--- config.mk ---
export PLATFORM = sky130hd
export DESIGN_NAME = reg_bank
export DESIGN_NICKNAME = d
export VERILOG_FILES = /design/src/rtl/reg_bank.sv
export SDC_FILE = /design/constraint.sdc
export NUM_CORES = 1
export LEC_CHECK = 0
export CAP_MARGIN = 25
export CORE_MARGIN = 3
export CORE_UTILIZATION = 40
export DETAILED_ROUTE_END_ITERATION = 8
export PLACE_DENSITY_LB_ADDON = 0.25
export SLEW_MARGIN = 5
export SYNTH_ARGS = -nofsm -noshare
export SYNTH_HDL_FRONTEND = slang
export SYNTH_SLANG_ARGS = --single-unit
export TNS_END_PERCENT = 1
--- constraint.sdc ---
create_clock -name clk -period 2.8 [get_ports clk]
set_clock_uncertainty 0.1 [all_clocks]
set_input_delay 0.56 -clock clk [delete_from_list [all_inputs] [get_ports clk]]
set_output_delay 0.56 -clock clk [all_outputs]
set_load 0.02 [all_outputs]
--- src/rtl/reg_bank.sv ---
`default_nettype none
// ============================================================================
// Module   : reg_bank
// Purpose  : General-purpose register bank of NUM_REGS x WIDTH registers.
//            Registers are loaded from the shared bus, read asynchronously,
//            modified in place by unary ops (CLR/INC/DEC/SHL), and exchanged
//            pairwise by a four-state swap sequencer with busy/done handshake.
// Ports    : clk       - clock, rising edge
//            rst       - asynchronous reset, active low
//            bus       - write data
//            wr_en     - load bus into R[wr_addr]
//            wr_addr   - write address
//            op_en     - apply op_code to R[op_addr]
//            op_code   - 00 CLR, 01 INC, 10 DEC, 11 SHL
//            op_addr   - operation address
//            swap_req  - start swap of R[swap_a] and R[swap_b]
//            swap_a/b  - swap operands
//            rd_addr   - read address
//            rd_data   - combinational R[rd_addr], 0 when out of range
//            busy      - swap sequencer not idle
//            swap_done - one-cycle pulse when a swap completes
//            ovf       - registered, one cycle after INC/DEC/SHL overflow
// Options  : REG_BANK_SAT_EN - INC/DEC saturate instead of wrapping
// Revision : 1.0 - initial release
// ============================================================================
module reg_bank #(
  parameter  int WIDTH    = 3,
  parameter  int NUM_REGS = 4,
  localparam int AW       = $clog2(NUM_REGS)
) (
  input  logic             clk,
  input  logic             rst,
  input  logic [WIDTH-1:0] bus,
  input  logic             wr_en,
  input  logic [AW-1:0]    wr_addr,
  input  logic             op_en,
  input  logic [1:0]       op_code,
  input  logic [AW-1:0]    op_addr,
  input  logic             swap_req,
  input  logic [AW-1:0]    swap_a,
  input  logic [AW-1:0]    swap_b,
  input  logic [AW-1:0]    rd_addr,
  output logic [WIDTH-1:0] rd_data,
  output logic             busy,
  output logic             swap_done,
  output logic             ovf
);

  typedef enum logic [1:0] {
    S_IDLE   = 2'd0,
    S_LOAD_T = 2'd1,
    S_MOVE_A = 2'd2,
    S_MOVE_B = 2'd3
  } state_e;

  logic [WIDTH-1:0] regs_q [NUM_REGS];
  logic [WIDTH-1:0] regs_d [NUM_REGS];
  logic [WIDTH-1:0] tmp_q, tmp_d;
  logic [AW-1:0]    a_q, a_d, b_q, b_d;
  state_e           state_q, state_d;
  logic             swap_done_q, swap_done_d;
  logic             ovf_q, ovf_d;

  // Operand selection and op result; out-of-range addresses never hit.
  logic [WIDTH-1:0] op_val, op_res, rb_val;
  logic             op_hit, op_ovf, sa_hit, sb_hit, op_apply;

  always_comb begin
    rd_data = '0;
    op_val  = '0;
    op_hit  = 1'b0;
    sa_hit  = 1'b0;
    sb_hit  = 1'b0;
    rb_val  = '0;
    for (int i = 0; i < NUM_REGS; i++) begin
      if (rd_addr == AW'(i)) rd_data = regs_q[i];
      if (op_addr == AW'(i)) begin
        op_val = regs_q[i];
        op_hit = 1'b1;
      end
      if (swap_a == AW'(i)) sa_hit = 1'b1;
      if (swap_b == AW'(i)) sb_hit = 1'b1;
      if (b_q == AW'(i)) rb_val = regs_q[i];
    end
  end

  always_comb begin
    op_res = op_val;
    op_ovf = 1'b0;
    case (op_code)
      2'b00: op_res = '0;
      2'b01: begin
        op_ovf = &op_val;
`ifdef REG_BANK_SAT_EN
        op_res = op_ovf ? op_val : op_val + WIDTH'(1);
`else
        op_res = op_val + WIDTH'(1);
`endif
      end
      2'b10: begin
        op_ovf = (op_val == '0);
`ifdef REG_BANK_SAT_EN
        op_res = op_ovf ? op_val : op_val - WIDTH'(1);
`else
        op_res = op_val - WIDTH'(1);
`endif
      end
      default: begin
        op_ovf = op_val[WIDTH-1];
        op_res = {op_val[WIDTH-2:0], 1'b0};
      end
    endcase
  end

  // A same-address write takes priority and suppresses the op entirely,
  // including its overflow flag.
  assign op_apply = (state_q == S_IDLE) && op_en && op_hit &&
                    !(wr_en && (wr_addr == op_addr));

  always_comb begin
    regs_d      = regs_q;
    tmp_d       = tmp_q;
    a_d         = a_q;
    b_d         = b_q;
    state_d     = state_q;
    swap_done_d = 1'b0;
    ovf_d       = op_apply && op_ovf;
    case (state_q)
      S_IDLE: begin
        for (int i = 0; i < NUM_REGS; i++) begin
          if (op_apply && (op_addr == AW'(i))) regs_d[i] = op_res;
          if (wr_en && (wr_addr == AW'(i)))    regs_d[i] = bus;
        end
        // Swaps naming a nonexistent register are dropped outright.
        if (swap_req && sa_hit && sb_hit) begin
          a_d     = swap_a;
          b_d     = swap_b;
          state_d = S_LOAD_T;
        end
      end
      S_LOAD_T: begin
        for (int i = 0; i < NUM_REGS; i++)
          if (a_q == AW'(i)) tmp_d = regs_q[i];
        state_d = S_MOVE_A;
      end
      S_MOVE_A: begin
        for (int i = 0; i < NUM_REGS; i++)
          if (a_q == AW'(i)) regs_d[i] = rb_val;
        state_d = S_MOVE_B;
      end
      default: begin
        for (int i = 0; i < NUM_REGS; i++)
          if (b_q == AW'(i)) regs_d[i] = tmp_q;
        swap_done_d = 1'b1;
        state_d     = S_IDLE;
      end
    endcase
  end

  always_ff @(posedge clk or negedge rst) begin
    if (!rst) begin
      for (int i = 0; i < NUM_REGS; i++) regs_q[i] <= '0;
      tmp_q       <= '0;
      a_q         <= '0;
      b_q         <= '0;
      state_q     <= S_IDLE;
      swap_done_q <= 1'b0;
      ovf_q       <= 1'b0;
    end else begin
      regs_q      <= regs_d;
      tmp_q       <= tmp_d;
      a_q         <= a_d;
      b_q         <= b_d;
      state_q     <= state_d;
      swap_done_q <= swap_done_d;
      ovf_q       <= ovf_d;
    end
  end

  assign busy      = (state_q != S_IDLE);
  assign swap_done = swap_done_q;
  assign ovf       = ovf_q;

endmodule
`default_nettype wire
# Yosys cells after proc, flatten, opt, wreduce, memory -nomap -nowiden
# Cells that the tools add are included.
[totals] register_bits=23 latchBits=0 ramBits=0 rom_bits=0 input_bits=20 out_inout_bits=6 word_cells=138 memories=0
[op_classes] add_sub_neg=2 n_mul=0 div=0 n_lt_le_gt_ge=0 n_eq_ne=35 shift=0 muxes=50 bitwise=1 n_reduce_logical=40
[op_table] operator="$mux W3" count=32
[op_table] operator="$pmux W12 S3" count=1
[op_table] operator="$eq A2 B2 Y1 const B" count=16
[op_table] operator="$eq A2 B1 Y1 const B" count=9
[op_table] operator="$logic_not A2 Y1" count=9
[op_table] operator="$reduce_and A4 Y1" count=4
[op_table] operator="$logic_and A1 B1 Y1" count=15
[op_table] operator="$mux W1" count=13
[op_table] operator="$ne A3 B1 Y1 const B" count=4
[op_table] operator="$reduce_bool A3 Y1" count=4
[op_table] operator="$pmux W3 S3" count=1
[op_table] operator="$ne A2 B2 Y1 const B" count=4
[op_table] operator="$pmux W2 S3" count=1
[op_table] operator="$reduce_and A2 Y1" count=2
[op_table] operator="$reduce_bool A4 Y1" count=1
[op_table] operator="$add A3 B1 Y3 const B" count=1
[op_table] operator="$logic_not A3 Y1" count=1
[op_table] operator="$pmux W1 S3" count=1
[op_table] operator="$reduce_and A3 Y1" count=1
[op_table] operator="$reduce_or A3 Y1" count=1
[op_table] operator="$sub A3 B1 Y3 const B" count=1
[op_table] operator="$eq A2 B2 Y1" count=1
[op_table] operator="$mux W2" count=1
[op_table] operator="$ne A2 B1 Y1 const B" count=1
[op_table] operator="other kinds (3)" count=3

# Longest topological paths before layout
# Gate-level depths: netlist of run 1.
[logic_depth] word_depth=11 depth_mapped=8 ltp_nobuf=8

# Least setup slack after synthesis of run 1
# OpenSTA, ideal clock, no wires.
[synth_path] kind="in2reg" start="input port op_addr[0]" end="register regs_q[10] (netlist bit)" setup_ns=0.064 arrival_ns=2.362 slack_ns=0.273 stages=8 path_buffers=1 path_cell_list="buf_6 mux4_2 inv_1 fa_1 nor3_1 a211oi_1 o21ai_0 mux2_2"
[synth_between] elab_chain_cells=10 elab_cells_between_ends=26
[synth_lines] element="start: declaration" line_no="38" rtl="input logic [AW-1:0] op_addr,"
[synth_lines] element="$logic_not A2 Y1" line_no="77, 131"
[synth_lines] element="$mux W3 or $mux W1 (tied branches) (4 in series)" line_no="77" rtl="if (op_addr == AW'(i)) begin"
[synth_lines] element="$sub A3 B1 Y3, or another cell as far along" line_no="105" rtl="op_res = op_val - WIDTH'(1);"
[synth_lines] element="$pmux W3 S3 or $logic_and A1 B1 Y1 (tied branches)" line_no="90, 117"
[synth_lines] element="$mux W3 or $logic_and A1 B1 Y1 (tied branches)" line_no="131" rtl="if (op_apply && (op_addr == AW'(i))) regs_d[i] = op_res;"
[synth_lines] element="$mux W3 or $ne A3 B1 Y1 (tied branches)"
[synth_lines] element="$pmux W12 S3 or $reduce_and A4 Y1 (tied branches)"
[synth_lines] element="end signal: assignment" line_no="170" rtl="regs_q <= regs_d;"
[synth_lines] element="end: declaration" line_no="56" rtl="logic [WIDTH-1:0] regs_q [NUM_REGS];"
# Several ways; a longest one is shown, not always the timed one. The select of a mux whose other input is x is not followed.
# A chain may end at the register's enable or synchronous reset.

# Worst setup path in the final report of run 1
[layout_path] start="input port rd_addr[0]" end="output port rd_data[0]"
[layout_between] elab_chain_cells=5 elab_cells_between_ends=8
[layout_lines] element="start: declaration" line_no="42" rtl="input logic [AW-1:0] rd_addr,"
[layout_lines] element="$logic_not A2 Y1" line_no="76" rtl="if (rd_addr == AW'(i)) rd_data = regs_q[i];"
[layout_lines] element="$mux W3 (3 in series)" line_no="76"
[layout_lines] element="$mux W3 *" line_no="76"
[layout_lines] element="end: declaration" line_no="43" rtl="output logic [WIDTH-1:0] rd_data,"
# Mark *: on every way between the ends. The rest lies on a longest branch, timed or not.

==> results of run 1 <==
-- stage by stage --
step / area [sq um] / hold slack, ns / power [mW] / worst slack, ns
after CTS: 2330 / 0.436 / 2.30 / 0.00538
after detailed placement: 2290 / 0.408 / 2.10 / -0.243
after global placement: 2290 / 0.398 / 2.04 / -0.145
after global routing: 2340 / 0.462 / 2.46 / 0.110
final: 2340 / 0.425 / 2.29 / 0.153
after floorplan: 1950 / 0.164 / 1.69 / 0.273
-- worst max path at each step --
stage | start | endpoint | cells past startpoint
2_1_floorplan | op_addr[0] | regs_q[10] | 8
3_3_place_gp | op_addr[1] | regs_q[1] | 9
3_5_place_dp | op_addr[1] | regs_q[1] | 9
4_1_cts | rd_addr[1] | rd_data[2] | 3
5_1_grt | rd_addr[0] | rd_data[0] | 3
6_report | rd_addr[0] | rd_data[0] | 3
-- state kept, by name, summed over array words and instances, names as in the netlist --
| signal | count |
|---|---|
| swap_done | 1 |
| ovf | 1 |
| state_q | 2 |
| b_q | 2 |
| tmp_q | 3 |
| regs_q | 12 |
| a_q | 2 |
-- area by class of cell --
class                           count  area, sq um
Timing Repair Buffer               44          398
Tap cell                           65         81.3
Clock buffer                        4         45.0
Multi-Input combinational cell    130         1200
Fill cell                         423         2200
Inverter                            9         33.8
Sequential cell                    23          576
-- routing by layer --
metal  vias up  GRT usage [%]  part of all wire, %
met5         -              0                    0
met4         0           5.05                  1.6
met3         6           2.11                  4.7
met2        46           32.4                   50
met1       797           23.7                   43
li1        744              -                    -
-- cell families after synthesis --
family                     share of synthesized area [%]
AOI/OAI and AO/OA                                   18.6
xor gates and xnor gates                            1.80
adders and majority gates                           5.53
buffers and inverters                               8.61
DFF                                                 29.6
muxes                                               22.9
and+or+nand+nor                                     13.0
-- repair_timing --
item / CTS / global route
pin swaps: 0 / 0
setup endpoints to repair: 2 / 6
buffers inserted: 0 / 0
resized for setup: 2 / 4
-- power groups by stage --
stage / registers [mW] / clock network [mW] / logic [mW]
2_1_floorplan: 0.557 / 0 / 1.13
3_3_place_gp: 0.673 / 0 / 1.36
3_5_place_dp: 0.685 / 0 / 1.41
4_1_cts: 0.679 / 0.214 / 1.41
5_1_grt: 0.703 / 0.233 / 1.52
6_report: 0.685 / 0.209 / 1.40
-- Yosys cell counts, types with 2 or more instances --
cell | n | area, sq um
dfrtp_1 | 23 | 576
ha_1 | 7 | 87.6
mux2_1 | 4 | 45.0
nand2b_1 | 6 | 37.5
o21ai_0 | 9 | 45.0
mux2_2 | 11 | 124
o2111ai_1 | 4 | 35.0
buf_6 | 3 | 33.8
xor2_1 | 3 | 26.3
mux4_2 | 10 | 225
clkbuf_1 | 4 | 15.0
nor2_1 | 5 | 18.8
a21bo_2 | 4 | 40.0
a211oi_1 | 9 | 67.6
inv_1 | 9 | 33.8
clkbuf_8 | 3 | 41.3
mux4_1 | 2 | 52.6
nand3b_1 | 3 | 22.5
nand2_1 | 8 | 30.0
nand3_1 | 12 | 60.1
a221oi_1 | 2 | 17.5
o211ai_1 | 9 | 67.6
-- cell usage in the layout (no fill, tap or decap), types with 2 or more instances in the layout --
cell type and instances:
dlymetal6s2s_1 3, o2111ai_1 4, nand2b_1 6, nand3_1 12
dfrtp_1 23, mux2_2 11, mux4_1 2, ha_1 7
nand2_1 8, inv_1 9, clkdlybuf4s50_1 20, clkbuf_8 3
a21bo_2 4, nand3b_1 3, nor2_1 5, a221oi_1 2
o211ai_1 9, mux2_1 4, dlygate4sd2_1 2, a211oi_1 9
mux4_2 10, xor2_1 3, buf_4 19, o21ai_0 8
==> flow_metrics.env, run 1 <==
export IMPL_async_flop_share_pct=100
export IMPL_dieArea_sq_mm=0.00574
export IMPL_cp_cell_sequence="clkdlybuf4s50_1, mux4_2, dlygate4sd2_1"
export IMPL_tightest_slew_ns=0.607
export IMPL_start_util_pct=42.9
export IMPL_r2r_setup_slack_ns=0.46
export IMPL_fin_tns_setup_ns=0
export IMPL_postSynthCellCount=175
export IMPL_via_per_inst=5.79
export IMPL_rows=24
export IMPL_critPathTopFamily="buffers and inverters"
export IMPL_syn_area_sq_mm=0.00195
export IMPL_power_share_clock_pct=9.1
export IMPL_cp_slowest_stage_delay_ns=0.56
export IMPL_critPathKind="input pin to primary output"
export IMPL_whs_path_depth=1
export IMPL_critPathLaunchType="input pin"
export IMPL_status="finished, final reports clean"
export IMPL_clock_root_buffer="clkbuf_8"
export IMPL_cts_path_max_buffers=2
export IMPL_die_w_um=75.8
export IMPL_grt_pass1_wl_mm=7.94
export IMPL_rsz0062_at_grt="false"
export IMPL_clk_pin_slew_ns=0.08
export IMPL_ys_flop_type="dfrtp_1"
export IMPL_antenna_found_initial=0
export IMPL_path_buf_inv=2
export IMPL_ys_seq_area_share_pct=29.6
export IMPL_cts_sinks=23
export IMPL_layout_drive_gt1_share_pct=27.1
export IMPL_combPwrFrac_pct=61.0
export IMPL_wl_per_cell_um=18.1
export IMPL_rr_endpoint="regs_q[10]"
export IMPL_postRouteAntennaNets=0
export IMPL_finalSetupViolations=0
export IMPL_ys_warn_count=0
export IMPL_seqPwrFrac_pct=29.8
export IMPL_r2r_start="state_q[0]"
export IMPL_portBuffers=25
export IMPL_grt_pass1_vias=1616
export IMPL_clock_latency_ns=0.26
export IMPL_p_leak_nw=0.986
export IMPL_hold_viol_final=0
export IMPL_overflow=0
export IMPL_synth_seq_cells=23
export IMPL_diodes=0
export IMPL_irDropWorstVdd_mv=0.337
export IMPL_die_height_um=75.8
export IMPL_min_delay_start="tmp_q[1]"
export IMPL_drt_iter0_drc=96
export IMPL_power_switching_mw=0.992
export IMPL_hold_path_end="tmp_q[1]"
export IMPL_dp_hpwl_mm=4.01
export IMPL_placedCellCount=271
export IMPL_cp_slowest_cell="clkdlybuf4s50_1"
export IMPL_maxCapViolations=0
export IMPL_drcViolationCount=0
export IMPL_num_vias=1593
export IMPL_power_per_cell_area_mw_per_mm2=981
export IMPL_grt_start_max_net_pins=24
export IMPL_coreArea_sq_mm=0.00453
export IMPL_syn_avg_cell_area_sq_um=11.1
export IMPL_holdBufCountCts=0
export IMPL_firstDrtPassIters=4
export IMPL_final_cells=275
export IMPL_hp_class="flop to flop"
export IMPL_ioPinCount=26
export IMPL_period_share_pct=94.5
export IMPL_synth_edff_count=0
export IMPL_post_route_min_period_ns=2.65
export IMPL_cts_max_level=1
export IMPL_tritoncts="built"
export IMPL_nets=239
export IMPL_cp_required_ns=2.14
export IMPL_fin_util_pct=51.5
export IMPL_synth_fp_nets=203
export IMPL_drv_slew=0
export IMPL_crit_arrival_ns=1.99
export IMPL_area_delta_synth_final_pct=20.1
export IMPL_grt_usage_pct=18.4
export IMPL_gp_congestion=0.987
export IMPL_fmax_mhz=378
export IMPL_cp_max_fo=3
export IMPL_crit_path_end_kind="primary output"
export IMPL_p_int_mw=1.30
export IMPL_p_sw_share_pct=43.2
export IMPL_reg2reg_depth=7
export IMPL_ys_types=47
export IMPL_cts_buffers=3
export IMPL_max_slew_margin_rel_pct=59.4
export IMPL_wl_mm=4.98
(Power assumes the default switching activity.)
==> run 2, diff against run 1 <==
--- a/config.mk
+++ b/config.mk
@@ -9,7 +9,6 @@
 export CORE_MARGIN = 3
 export CORE_UTILIZATION = 40
 export DETAILED_ROUTE_END_ITERATION = 8
-export PLACE_DENSITY_LB_ADDON = 0.25
 export SLEW_MARGIN = 5
 export SYNTH_ARGS = -nofsm -noshare
 export SYNTH_HDL_FRONTEND = slang
==> run 2 against run 1 <==
  * Clock power shrank 2%
  * Register-to-register slack lost 0.03 ns
  * Critical endpoint is now rd_data[1]
  * Highest routed layer unchanged
  * Global-route usage decreased by 0.33 points
  * Maximum frequency shrank 0.85%
  * Largest cell class unchanged
==> flow_metrics.env, run 2 (same netlist as run 1, synthesis figures left out) <==
export IMPL_cts_path_max_buffers=2
export IMPL_layout_drive_gt1_share_pct=27.5
export IMPL_coreArea_sq_mm=0.00453
export IMPL_clock_latency_ns=0.26
export IMPL_reg2reg_depth=7
export IMPL_final_cell_mix="dfrtp_1 (23), clkdlybuf4s50_1 (20), buf_4 (20)"
export IMPL_critPathLaunchType="input pin"
export IMPL_final_seq_area_sq_um=576
export IMPL_crit_arrival_ns=2.01
export IMPL_irDropWorstVdd_mv=0.285
export IMPL_max_slew_margin_rel_pct=56.1
export IMPL_num_vias=1569
export IMPL_wl_per_cell_um=17.6
export IMPL_cp_slowest_cell="clkdlybuf4s50_1"
export IMPL_tritoncts="built"
export IMPL_hold_viol_final=0
export IMPL_drv_slew=0
export IMPL_firstDrtPassIters=4
export IMPL_layout_commonest_cell="dfrtp_1"
export IMPL_cp_required_ns=2.14
export IMPL_seqPwrFrac_pct=29.3
export IMPL_maxCapViolations=0
export IMPL_power_switching_mw=0.980
export IMPL_clk_pin_slew_ns=0.08
export IMPL_postRouteAntennaNets=0
export IMPL_die_w_um=75.8
export IMPL_multi_input_area_sq_mm=0.00120
export IMPL_cp_cell_sequence="clkdlybuf4s50_1, mux4_2, dlygate4sd2_1"
export IMPL_finalSetupViolations=0
export IMPL_diodes=0
export IMPL_reg_top3="regs_q: 12 flops, tmp_q: 3 flops"
export IMPL_grt_pass1_vias=1524
export IMPL_hp_class="flop to flop"
export IMPL_cp_max_fo=3
export IMPL_cts_buffers=3
export IMPL_area_delta_synth_final_pct=20.2
export IMPL_combPwrFrac_pct=61.7
export IMPL_cts_setup_buffers=0
export IMPL_crit_path_end_kind="primary output"
export IMPL_drcViolationCount=0
export IMPL_p_int_mw=1.30
export IMPL_p_sw_share_pct=42.9
export IMPL_placedCellCount=272
export IMPL_n_fill_cell=413
export IMPL_cts_sinks=23
export IMPL_crit_cells=3
export IMPL_wl_mm=4.86
export IMPL_power_share_clock_pct=9.0
export IMPL_grt_start_max_net_pins=24
export IMPL_gp_congestion=0.860
export IMPL_grt_pass1_wl_mm=7.85
export IMPL_cp_slowest_stage_delay_ns=0.58
export IMPL_rsz0062_at_grt="false"
export IMPL_start_util_pct=42.9
export IMPL_fin_tns_setup_ns=0
export IMPL_holdBufCountCts=0
export IMPL_tightest_slew_ns=0.656
export IMPL_final_cell_area_sq_mm=0.00234
export IMPL_grt_usage_pct=18.1
export IMPL_whs_path_depth=1
export IMPL_critPathTopFamily="buffers and inverters"
export IMPL_total_power_mw=2.28
export IMPL_dp_hpwl_mm=4.01
export IMPL_period_share_pct=95.3
export IMPL_via_per_inst=5.68
export IMPL_status="finished, final reports clean"
export IMPL_final_cells=276
export IMPL_overflow=0
export IMPL_drt_iter0_drc=85
export IMPL_clock_root_buffer="clkbuf_8"
export IMPL_largest_reg_flops=12
export IMPL_critPathKind="input pin to primary output"
export IMPL_die_height_um=75.8
export IMPL_regMostFlops="regs_q"
export IMPL_ioPinCount=26
export IMPL_portBuffers=25
export IMPL_rows=24
export IMPL_p_leak_nw=0.979
export IMPL_power_per_cell_area_mw_per_mm2=975
export IMPL_fmax_mhz=375
export IMPL_dpl_instance_area_sq_mm=0.00229
export IMPL_antenna_found_initial=0
export IMPL_nets=240
export IMPL_path_buf_inv=2
export IMPL_dieArea_sq_mm=0.00574
export IMPL_cts_max_level=1
export IMPL_post_route_min_period_ns=2.67
-- run 2: cell types whose count changed in the layout (fill, tap and decap cells not counted) --
cell and change:
buf_4 +1, dlymetal6s2s_1 -1, o21ai_1 -1, dlygate4sd2_1 +1
o21ai_0 +1
-- run 2: power by group through the flow --
| stage | clock network (mW) | logic [mW] | registers, mW |
|---|---|---|---|
| finish | 0.205 | 1.41 | 0.669 |
| global route | 0.220 | 1.54 | 0.695 |
| CTS | 0.211 | 1.41 | 0.667 |
| detailed placement | 0 | 1.42 | 0.673 |
| global placement | 0 | 1.37 | 0.663 |
| floorplan | 0 | 1.13 | 0.557 |
-- run 2: layer usage --
metal	GRT usage, %	routed length, um
met2	31.2	2430
met1	24.0	2190
met3	1.85	160
met5	0	0
met4	5.05	76
-- run 2: layout make-up --
type	count	share of cell area [%]
multi-input combinational	130	51.4
clock buffer	4	1.92
inverter	9	1.44
timing repair buffer	45	17.2
sequential	23	24.6
tap	65	3.47
-- run 2: path summary, 6_finish.rpt --
kind / from / endpoint / slack [ns]
worst max-delay path: rd_addr[0] / rd_data[1] / 0.13
worst min-delay path: tmp_q[1] / tmp_q[1] / 0.42
worst max register to register: state_q[0] / regs_q[10] / 0.43
worst min register to register: tmp_q[1] / tmp_q[1] / 0.42
max in group asynchronous: rst / regs_q[8] / 1.82
min in group asynchronous: rst / tmp_q[0] / 0.55
-- run 2: repair_timing --
action	4_1_cts	5_1_grt
pin swaps	0	0
endpoints found under the setup margin	3	7
gates resized for setup	3	2
-- run 2: per-stage QoR --
step                      setup WS [ns]  util [%]  hold WS (ns)
after floorplan                   0.273         -         0.164
after global placement           -0.139      50.6         0.393
after global routing             0.0589      51.6         0.439
after CTS                        0.0139      51.5         0.426
final                             0.131      51.6         0.419
after detailed placement         -0.263      50.6         0.401
-- run 2: worst reg2reg max path, stage by stage (launching register included) --
cell and delay (ns):
dfrtp_1 0.40, inv_1 0.08, ha_1 0.32, nor2_1 0.56, a211oi_1 0.17, buf_4 0.19
nand2_2 0.09, mux2_2 0.34
